===== src/rtl/duck_pkg.sv =====
// Shared definitions for the duck-hunt game: sequencer states and screen/sprite geometry
// defaults used by the controller, renderer and duck mover.
package duck_pkg;

    typedef enum logic [2:0] {
        IDLE,
        PLAY,
        FLASH,
        HIT,
        MISS,
        OVER
    } state_t;

    localparam int unsigned SCREEN_W_DEF = 640;
    localparam int unsigned CROSS_W_DEF  = 16;
    localparam int unsigned DUCK_W_DEF   = 32;

    function automatic logic [7:0] sat_inc8(input logic [7:0] v);
        return (v == 8'hFF) ? v : v + 8'd1;
    endfunction

endpackage


===== src/rtl/btn_sync.sv =====
// Two-flop synchroniser for a raw push-button plus a rising-edge strobe on the synced level.
module btn_sync (
    input  logic clk,
    input  logic reset,
    input  logic btn,
    output logic level,
    output logic rise
);

    logic meta;
    logic sync;
    logic prev;

    always_ff @(posedge clk or posedge reset) begin
        if (reset) begin
            meta <= 1'b0;
            sync <= 1'b0;
            prev <= 1'b0;
        end else begin
            meta <= btn;
            sync <= meta;
            prev <= sync;
        end
    end

    assign level = sync;
    assign rise  = sync & ~prev;

endmodule


===== src/rtl/duck_game_ctrl.sv =====
// Duck-hunt game sequencer: crosshair movement, shot budget, hit test, score/miss
// tracking and the duck freeze/respawn handshake.
module duck_game_ctrl
    import duck_pkg::*;
#(
    parameter int unsigned SCREEN_W    = SCREEN_W_DEF,
    parameter int unsigned CROSS_W     = CROSS_W_DEF,
    parameter int unsigned DUCK_W      = DUCK_W_DEF,
    parameter int unsigned CROSS_STEP  = 4,
    parameter int unsigned SHOTS       = 3,
    parameter int unsigned MAX_MISSES  = 3,
    parameter int unsigned HOLD_FRAMES = 30
) (
    input  logic       clk,
    input  logic       reset,
    input  logic       izq,
    input  logic       der,
    input  logic       fire,
    input  logic       frame_tick,
    input  logic [9:0] duck_x,
    output logic [9:0] cross_x,
    output logic       flash,
    output logic       duck_freeze,
    output logic       duck_respawn,
    output logic [1:0] shots_left,
    output logic       game_over,
    output logic [7:0] led
);

    localparam logic [10:0] X_MAX      = 11'(SCREEN_W - CROSS_W);
    localparam logic [9:0]  X_INIT     = 10'((SCREEN_W - CROSS_W) / 2);
    localparam logic [10:0] STEP       = 11'(CROSS_STEP);
    localparam logic [10:0] CW         = 11'(CROSS_W);
    localparam logic [10:0] DW         = 11'(DUCK_W);
    localparam logic [1:0]  SHOTS_INIT = 2'(SHOTS);
    localparam int unsigned MISS_W     = $clog2(MAX_MISSES + 1);
    localparam int unsigned HOLD_W     = (HOLD_FRAMES > 1) ? $clog2(HOLD_FRAMES) : 1;
    localparam logic [MISS_W-1:0] MISS_LIMIT = MISS_W'(MAX_MISSES);
    localparam logic [HOLD_W-1:0] HOLD_LAST  = HOLD_W'(HOLD_FRAMES - 1);

    logic       izq_s, der_s, fire_e;
    logic [1:0] rise_unused;

    btn_sync u_sync_izq  (.clk(clk), .reset(reset), .btn(izq),  .level(izq_s), .rise(rise_unused[0]));
    btn_sync u_sync_der  (.clk(clk), .reset(reset), .btn(der),  .level(der_s), .rise(rise_unused[1]));
    btn_sync u_sync_fire (.clk(clk), .reset(reset), .btn(fire), .level(),      .rise(fire_e));

    state_t            state, state_d;
    logic [9:0]        cross_d;
    logic [1:0]        shots, shots_d;
    logic [7:0]        score, score_d;
    logic [MISS_W-1:0] misses, misses_d;
    logic [HOLD_W-1:0] hold, hold_d;
    logic              hit_q, hit_d;
    logic              respawn_q, respawn_d;
    logic [10:0]       cross_ext, duck_ext;
    logic              hit_now;

    always_ff @(posedge clk or posedge reset) begin
        if (reset) begin
            state     <= IDLE;
            cross_x   <= X_INIT;
            shots     <= SHOTS_INIT;
            score     <= '0;
            misses    <= '0;
            hold      <= '0;
            hit_q     <= 1'b0;
            respawn_q <= 1'b0;
        end else begin
            state     <= state_d;
            cross_x   <= cross_d;
            shots     <= shots_d;
            score     <= score_d;
            misses    <= misses_d;
            hold      <= hold_d;
            hit_q     <= hit_d;
            respawn_q <= respawn_d;
        end
    end

    // 11-bit arithmetic keeps the clamp and overlap tests free of wrap-around;
    // the hit test always sees the pre-move crosshair.
    always_comb begin
        cross_ext = {1'b0, cross_x};
        duck_ext  = {1'b0, duck_x};
        hit_now   = (duck_ext + DW > cross_ext) && (duck_ext < cross_ext + CW);

        cross_d = cross_x;
        if (frame_tick && (state == PLAY || state == FLASH)) begin
            if (izq_s && !der_s)
                cross_d = (cross_ext < STEP) ? '0 : 10'(cross_ext - STEP);
            else if (der_s && !izq_s)
                cross_d = (cross_ext + STEP > X_MAX) ? X_MAX[9:0] : 10'(cross_ext + STEP);
        end
    end

    always_comb begin
        state_d   = state;
        shots_d   = shots;
        score_d   = score;
        misses_d  = misses;
        hold_d    = hold;
        hit_d     = hit_q;
        respawn_d = 1'b0;
        unique case (state)
            IDLE, OVER: begin
                if (fire_e) begin
                    state_d   = PLAY;
                    score_d   = '0;
                    misses_d  = '0;
                    shots_d   = SHOTS_INIT;
                    respawn_d = 1'b1;
                end
            end
            PLAY: begin
                if (fire_e && shots != '0) begin
                    state_d = FLASH;
                    shots_d = shots - 2'd1;
                    hit_d   = hit_now;
                end
            end
            FLASH: begin
                if (frame_tick) begin
                    hold_d = '0;
                    if (hit_q) begin
                        state_d = HIT;
                        score_d = sat_inc8(score);
                    end else if (shots == '0) begin
                        state_d  = MISS;
                        misses_d = misses + MISS_W'(1);
                    end else begin
                        state_d = PLAY;
                    end
                end
            end
            HIT, MISS: begin
                if (frame_tick) begin
                    if (hold == HOLD_LAST) begin
                        if (state == MISS && misses == MISS_LIMIT) begin
                            state_d = OVER;
                        end else begin
                            state_d   = PLAY;
                            shots_d   = SHOTS_INIT;
                            respawn_d = 1'b1;
                        end
                    end else begin
                        hold_d = hold + HOLD_W'(1);
                    end
                end
            end
            default: state_d = IDLE;
        endcase
    end

    assign flash        = (state == FLASH);
    assign duck_freeze  = (state == HIT) || (state == MISS);
    assign game_over    = (state == OVER);
    assign duck_respawn = respawn_q;
    assign shots_left   = shots;
    assign led          = score;

endmodule

===== config.mk =====
export PLATFORM = sky130hd
export DESIGN_NAME = duck_game_ctrl
export DESIGN_NICKNAME = d
export VERILOG_FILES = /design/src/rtl/duck_pkg.sv /design/src/rtl/btn_sync.sv /design/src/rtl/duck_game_ctrl.sv
export SDC_FILE = /design/constraint.sdc
export NUM_CORES = 1
export LEC_CHECK = 0
export BUFFER_PORTS_ARGS = -buffer_cell sky130_fd_sc_hd__buf_2
export CAP_MARGIN = 30
export CORE_ASPECT_RATIO = 0.7
export CORE_UTILIZATION = 30
export CTS_CLUSTER_SIZE = 20
export DETAILED_ROUTE_END_ITERATION = 12
export PLACE_DENSITY = 0.43
export SYNTH_ARGS = -nofsm -noshare
export SYNTH_HDL_FRONTEND = slang
export SYNTH_HIERARCHICAL = 1
export SYNTH_SLANG_ARGS = --single-unit

===== constraint.sdc =====
create_clock -name clk -period 5.72 [get_ports clk]
set_clock_uncertainty 0.05 [all_clocks]
set_input_delay 0.858 -clock clk [delete_from_list [all_inputs] [get_ports clk]]
set_output_delay 0.858 -clock clk [all_outputs]
set_load 0.02 [all_outputs]

# Word level (Yosys, flattened, before mapping)
# Cells that the tools add are included.
[op_classes]
n_addsub = 8
multipliers = 0
div = 0
magnitude_cmp = 4
eq_ne = 19
shift = 0
muxes = 38
bitwise_logic = 2
n_reduce_logical = 26
[op_table]
columns = ["op", "count"]
rows = [
  ["$mux 10", 4],
  ["$mux 8", 4],
  ["$mux 3", 8],
  ["$mux 2", 9],
  ["$ne 2x2->1 const B", 8],
  ["$pmux 8 s2", 1],
  ["$mux 5", 3],
  ["$reduce_and 5->1", 3],
  ["$pmux 3 s4", 1],
  ["$add 10x3->11 const B", 1],
  ["$add 10x5->11 const B", 1],
  ["$add 10x6->11 const B", 1],
  ["$gt 11x10->1", 1],
  ["$gt 11x10->1 const B", 1],
  ["$lt 10x11->1", 1],
  ["$lt 10x3->1 const B", 1],
  ["$pmux 5 s2", 1],
  ["$sub 10x3->10 const B", 1],
  ["$add 8x1->8 const B", 1],
  ["$eq 8x8->1 const B", 1],
  ["$reduce_bool 2->1", 4],
  ["$eq 3x2->1 const B", 2],
  ["$eq 3x3->1 const B", 2],
  ["$logic_and 1x1->1", 6],
  ["other kinds (22)", 31],
]
[word_totals]
ff_bits = 39
latch_bits = 0
ram_bits = 0
mem_bits_ro = 0
inputBits = 16
mem_count = 0

# Depth between registers and ports, before layout
[depth]
depth_word = 6
depth_mapped = 10
depth_no_buf = 9

# Cells and area by module
# Netlist, hierarchy kept.
[modules_own_cells]
columns = ["mod", "n_inst", "cells_per_inst", "area_per_inst_um2", "seq_area_each_um2"]
rows = [
  ["duck_game_ctrl", 1, 316, 2566.2, 758.2],
  ["btn_sync", 3, 5, 92.6, 75.1],
]

# Least setup slack after synthesis
# OpenSTA, ideal clock, no wires.
[synth_path]
kind = "flip-flop to flip-flop"
startpoint = "reg cross_x[4]"
endpoint = "reg cross_x[2]"
setup_ps = 120
arrival_ps = 2273
required_ps = 5550
path_slack_ps = 3277
stages_incl_launch_ff = 7
n_path_buf = 0
synth_period_minus_slack_ps = 2443
path_cell_list = "dfstp_2 -> ha_1 -> nand2_1 -> or3_1 -> a311o_1 -> a311o_1 -> a31o_1"
[synth_between]
elab_chain_len = 5
[synth_lines]
columns = ["item", "line", "rtl"]
rows = [
  ["start, declared", "duck_game_ctrl.sv:21", "output logic [9:0] cross_x,"],
  ["start signal, assigned", "duck_game_ctrl.sv:71", "cross_x <= cross_d;"],
  ["$add 10x3->11", "-", ""],
  ["$gt 11x10->1", "duck_game_ctrl.sv:93", "cross_d = (cross_ext + STEP > X_MAX) ? X_MAX[9:0] : 10'(cross_ext + STEP);"],
  ["$mux 10", "duck_game_ctrl.sv:93", ""],
  ["$mux 10", "duck_game_ctrl.sv:92", "else if (der_s && !izq_s)"],
  ["$mux 10 *", "duck_game_ctrl.sv:90", "if (izq_s && !der_s)"],
]
# Mark *: on every way between the ends. The rest lies on a longest branch, timed or not. The select of a mux whose other input is x is not followed.
# A chain may end at the register's enable or synchronous reset.

# Worst setup path in the final report
[layout_path]
startpoint = "reg state[2]"
endpoint = "out duck_freeze"
[layout_between]
elab_chain_len = 2
[layout_lines]
columns = ["item", "line", "rtl"]
rows = [
  ["start, declared", "duck_game_ctrl.sv:48", "state_t state, state_d;"],
  ["start signal, assigned", "duck_game_ctrl.sv:70", "state <= state_d;"],
  ["$eq 3x2->1 / $eq 3x3->1 (equally long branches)", "duck_game_ctrl.sv:156", "assign duck_freeze = (state == HIT) || (state == MISS);"],
  ["$logic_or 1x1->1 *", "duck_game_ctrl.sv:156", ""],
  ["end, declared", "duck_game_ctrl.sv:23", "output logic duck_freeze,"],
]
# Mark *: on every way between the ends. The rest lies on a longest branch, timed or not.

==> results.md <==
* Status: finished, final reports clean
* H-tree Lvls at 2
* I/O pin count at 40
* Die Span Y at 82.35 um
* Final hold violations at 0
* Peak Freq at about 360 MHz
* Commonest non-fill, non-tap cell in the layout: buf_2
* Core area at around 8700 um2
* ANT nets after route at 0
* Synthesized netlist cell count at between 300 and 400
* CP startpoint kind: register
* Final setup vio count at 0
* Minimum clock period at 2.759 ns
* GRT overflow at 0
* Via density at 5.111
* Largest net degree at the start of global routing at 31
* Diodes inserted at 0
* Routed WL at a little over 7000 um
* Post-DP HPWL at between 5000 and 6000 um
* Reg2reg path depth at 6
* # Post-CTS Setup Buffers at 0
* Post-route DRC at 0
* Setup TNS at 0 ns
* GP Congestion at between 0.8 and 0.9
* Crit-path leading delay family: simple AND/OR/NAND/NOR gates
* Synthesis Warnings at 6
* Most frequent cells in the layout: buf_2 (37), dfrtp_1 (31), nor2_1 (26), ha_1 (26), nand2_1 (25)
* Footprint of the multi-input gates at ~1700 um2
* Initial antenna violation count at 0
* Initial core utilization at 0.3184
* Hold-critical path depth at 0
* CP peak stage delay at 0.63 ns
* Syn avg cell area at roughly 8.5 um2
* TritonCTS buffer count at 5
* CP Data Arrival Time at roughly 1.9 ns
* First-pass GRT wire length at around 12,000 um
* Worst path buffer plus inverter count at 2
* Clock Tree Buf Depth at 2
* Worst min-delay path class: register to register
* Vias in the first global route at roughly 2,200
* PD cells at roughly 470 nW/um2
* CP Cell Sequence: or3b_1, and2_1, inv_1, buf_2
* CTS tree: done
* Max Slew Vio Count at 0
* Max-Cap Viols at 0
* Sink Count at 37
* DR WL/cell at 14.99 um
* GRT Util Overall at 0.1640
* Vias at ~2,400
* Hold Startpoint: u_sync_der/meta
* LEAKAGE at approximately 1.4 nW
* Worst r2r dst: cross_x[2]
* Die ar. at between 9000 and 10,000 um2
* Post-Syn Area at between 2000 and 3000 um2
* DRT iter0 DRCs at 224
* Crit path capture type: primary output
* Cell Rows at 28
* FF/Latch Area at just over 900 um2
* Nets at 399
* Post-DP Area at 3043 um2
* Clock latency on the worst-skew pair at approximately 0.28 ns
* Flop2flop setup slack at 3.10 ns
* Port buffer count at 37
* Fill cell count at ~950
* Ratio of cells with drive above 1 in the final layout at 0.1564
* Clock-pin slew on the worst setup and hold paths at ~0.06 ns
* Req. time, crit path at 4.81 ns
* Highest-delay cell along the critical path: dfrtp_1
* Critical path type: register to primary output
* Final Cycle Share at 0.4823
* Post-CTS Hold Buffers at 0
* Root Driver: clkbuf_16
* Die width at around 120 um
* Worst R2R Start: cross_x[5]
* Design Area, Final at 3182 um2
* Hold Path Sink: u_sync_der/level
* CTS resizes at 0
* Crit path max fanout at 15
* Worst slew pin tran at 0.6369 ns
* Max-slew headroom at 0.5718
* VDD IR max at 0.0001951 V
* RSZ-0062 raised after global routing: no
* 1st-pass router iterations at 4
* Area grow syn2layout at 15.02%
* CP Launch Point: state[2]
==> report_power, final <==
part / total (mW) / leakage (nW) / internal [mW] / switching [mW]
Sequential: 0.500 / 0.459 / 0.349 / 0.151
Clock: 0.263 / 0.0706 / 0.160 / 0.103
Combinational: 0.739 / 0.912 / 0.293 / 0.446
Total: 1.50 / 1.44 / 0.802 / 0.700
==> worst register-to-register path: cells and delay by family, from the launching register on <==
kind                     cells  cell delay [ns]
flip-flops                   1             0.65
AO/OA/AOI/OAI                3             1.02
AND/OR/NAND/NOR              2             0.47
adder cells (fa/ha/maj)      1             0.32
==> flip-flops by register name (all words and copies together), names as in the netlist <==
register / flops
cross_x: 8
duck_respawn: 1
hit_q: 1
hold: 5
led: 8
misses: 2
shots_left: 2
state: 3
u_sync_der/level: 1
u_sync_der/meta: 1
u_sync_fire/level: 1
u_sync_fire/meta: 1
u_sync_fire/prev: 1
u_sync_izq/level: 1
u_sync_izq/meta: 1
==> worst max path at each step <==
stage,endpoint,slack [ns],cells past startpoint
floorplan,cross_x[2],3.28,6
global placement,cross_x[2],3.18,6
detailed placement,cross_x[2],3.12,6
CTS,duck_freeze,2.97,4
global route,duck_freeze,2.84,4
finish,duck_freeze,2.96,4
==> per-layer routing <==
| metal | vias to the layer above | GRT usage | wire [um] |
|---|---|---|---|
| li1 | 1242 | - | - |
| met1 | 1150 | 0.2757 | 4197 |
| met2 | 46 | 0.1970 | 2567 |
| met3 | 5 | 0.04015 | 355 |
| met4 | 0 | 0.03038 | 43 |
| met5 | - | 0 | 0 |
==> per-stage QoR <==
stage                     utilization  setup slack, ns  instances  total power [mW]  hold WS (ns)
after detailed placement       0.3502            3.122        470             1.235        0.2847
after global placement         0.3502            3.183        470             1.247        0.2847
after global routing           0.3662            2.843        478             1.643        0.3033
after floorplan                     -            3.277        328             1.026        0.2812
final                          0.3662            2.961        478             1.502        0.2959
after CTS                      0.3662            2.966        478             1.511        0.2974
==> cell type report <==
class                   instances  share of cell area
multi-input cells             250              0.5258
clock buffers                   6             0.04050
flip-flops and latches         37              0.2934
well taps                     120             0.04719
inverters                      25             0.02949
clock inverters                 2            0.003146
repair buffers                 38             0.06056
No activity file was read; power rests on OpenSTA's default activity.
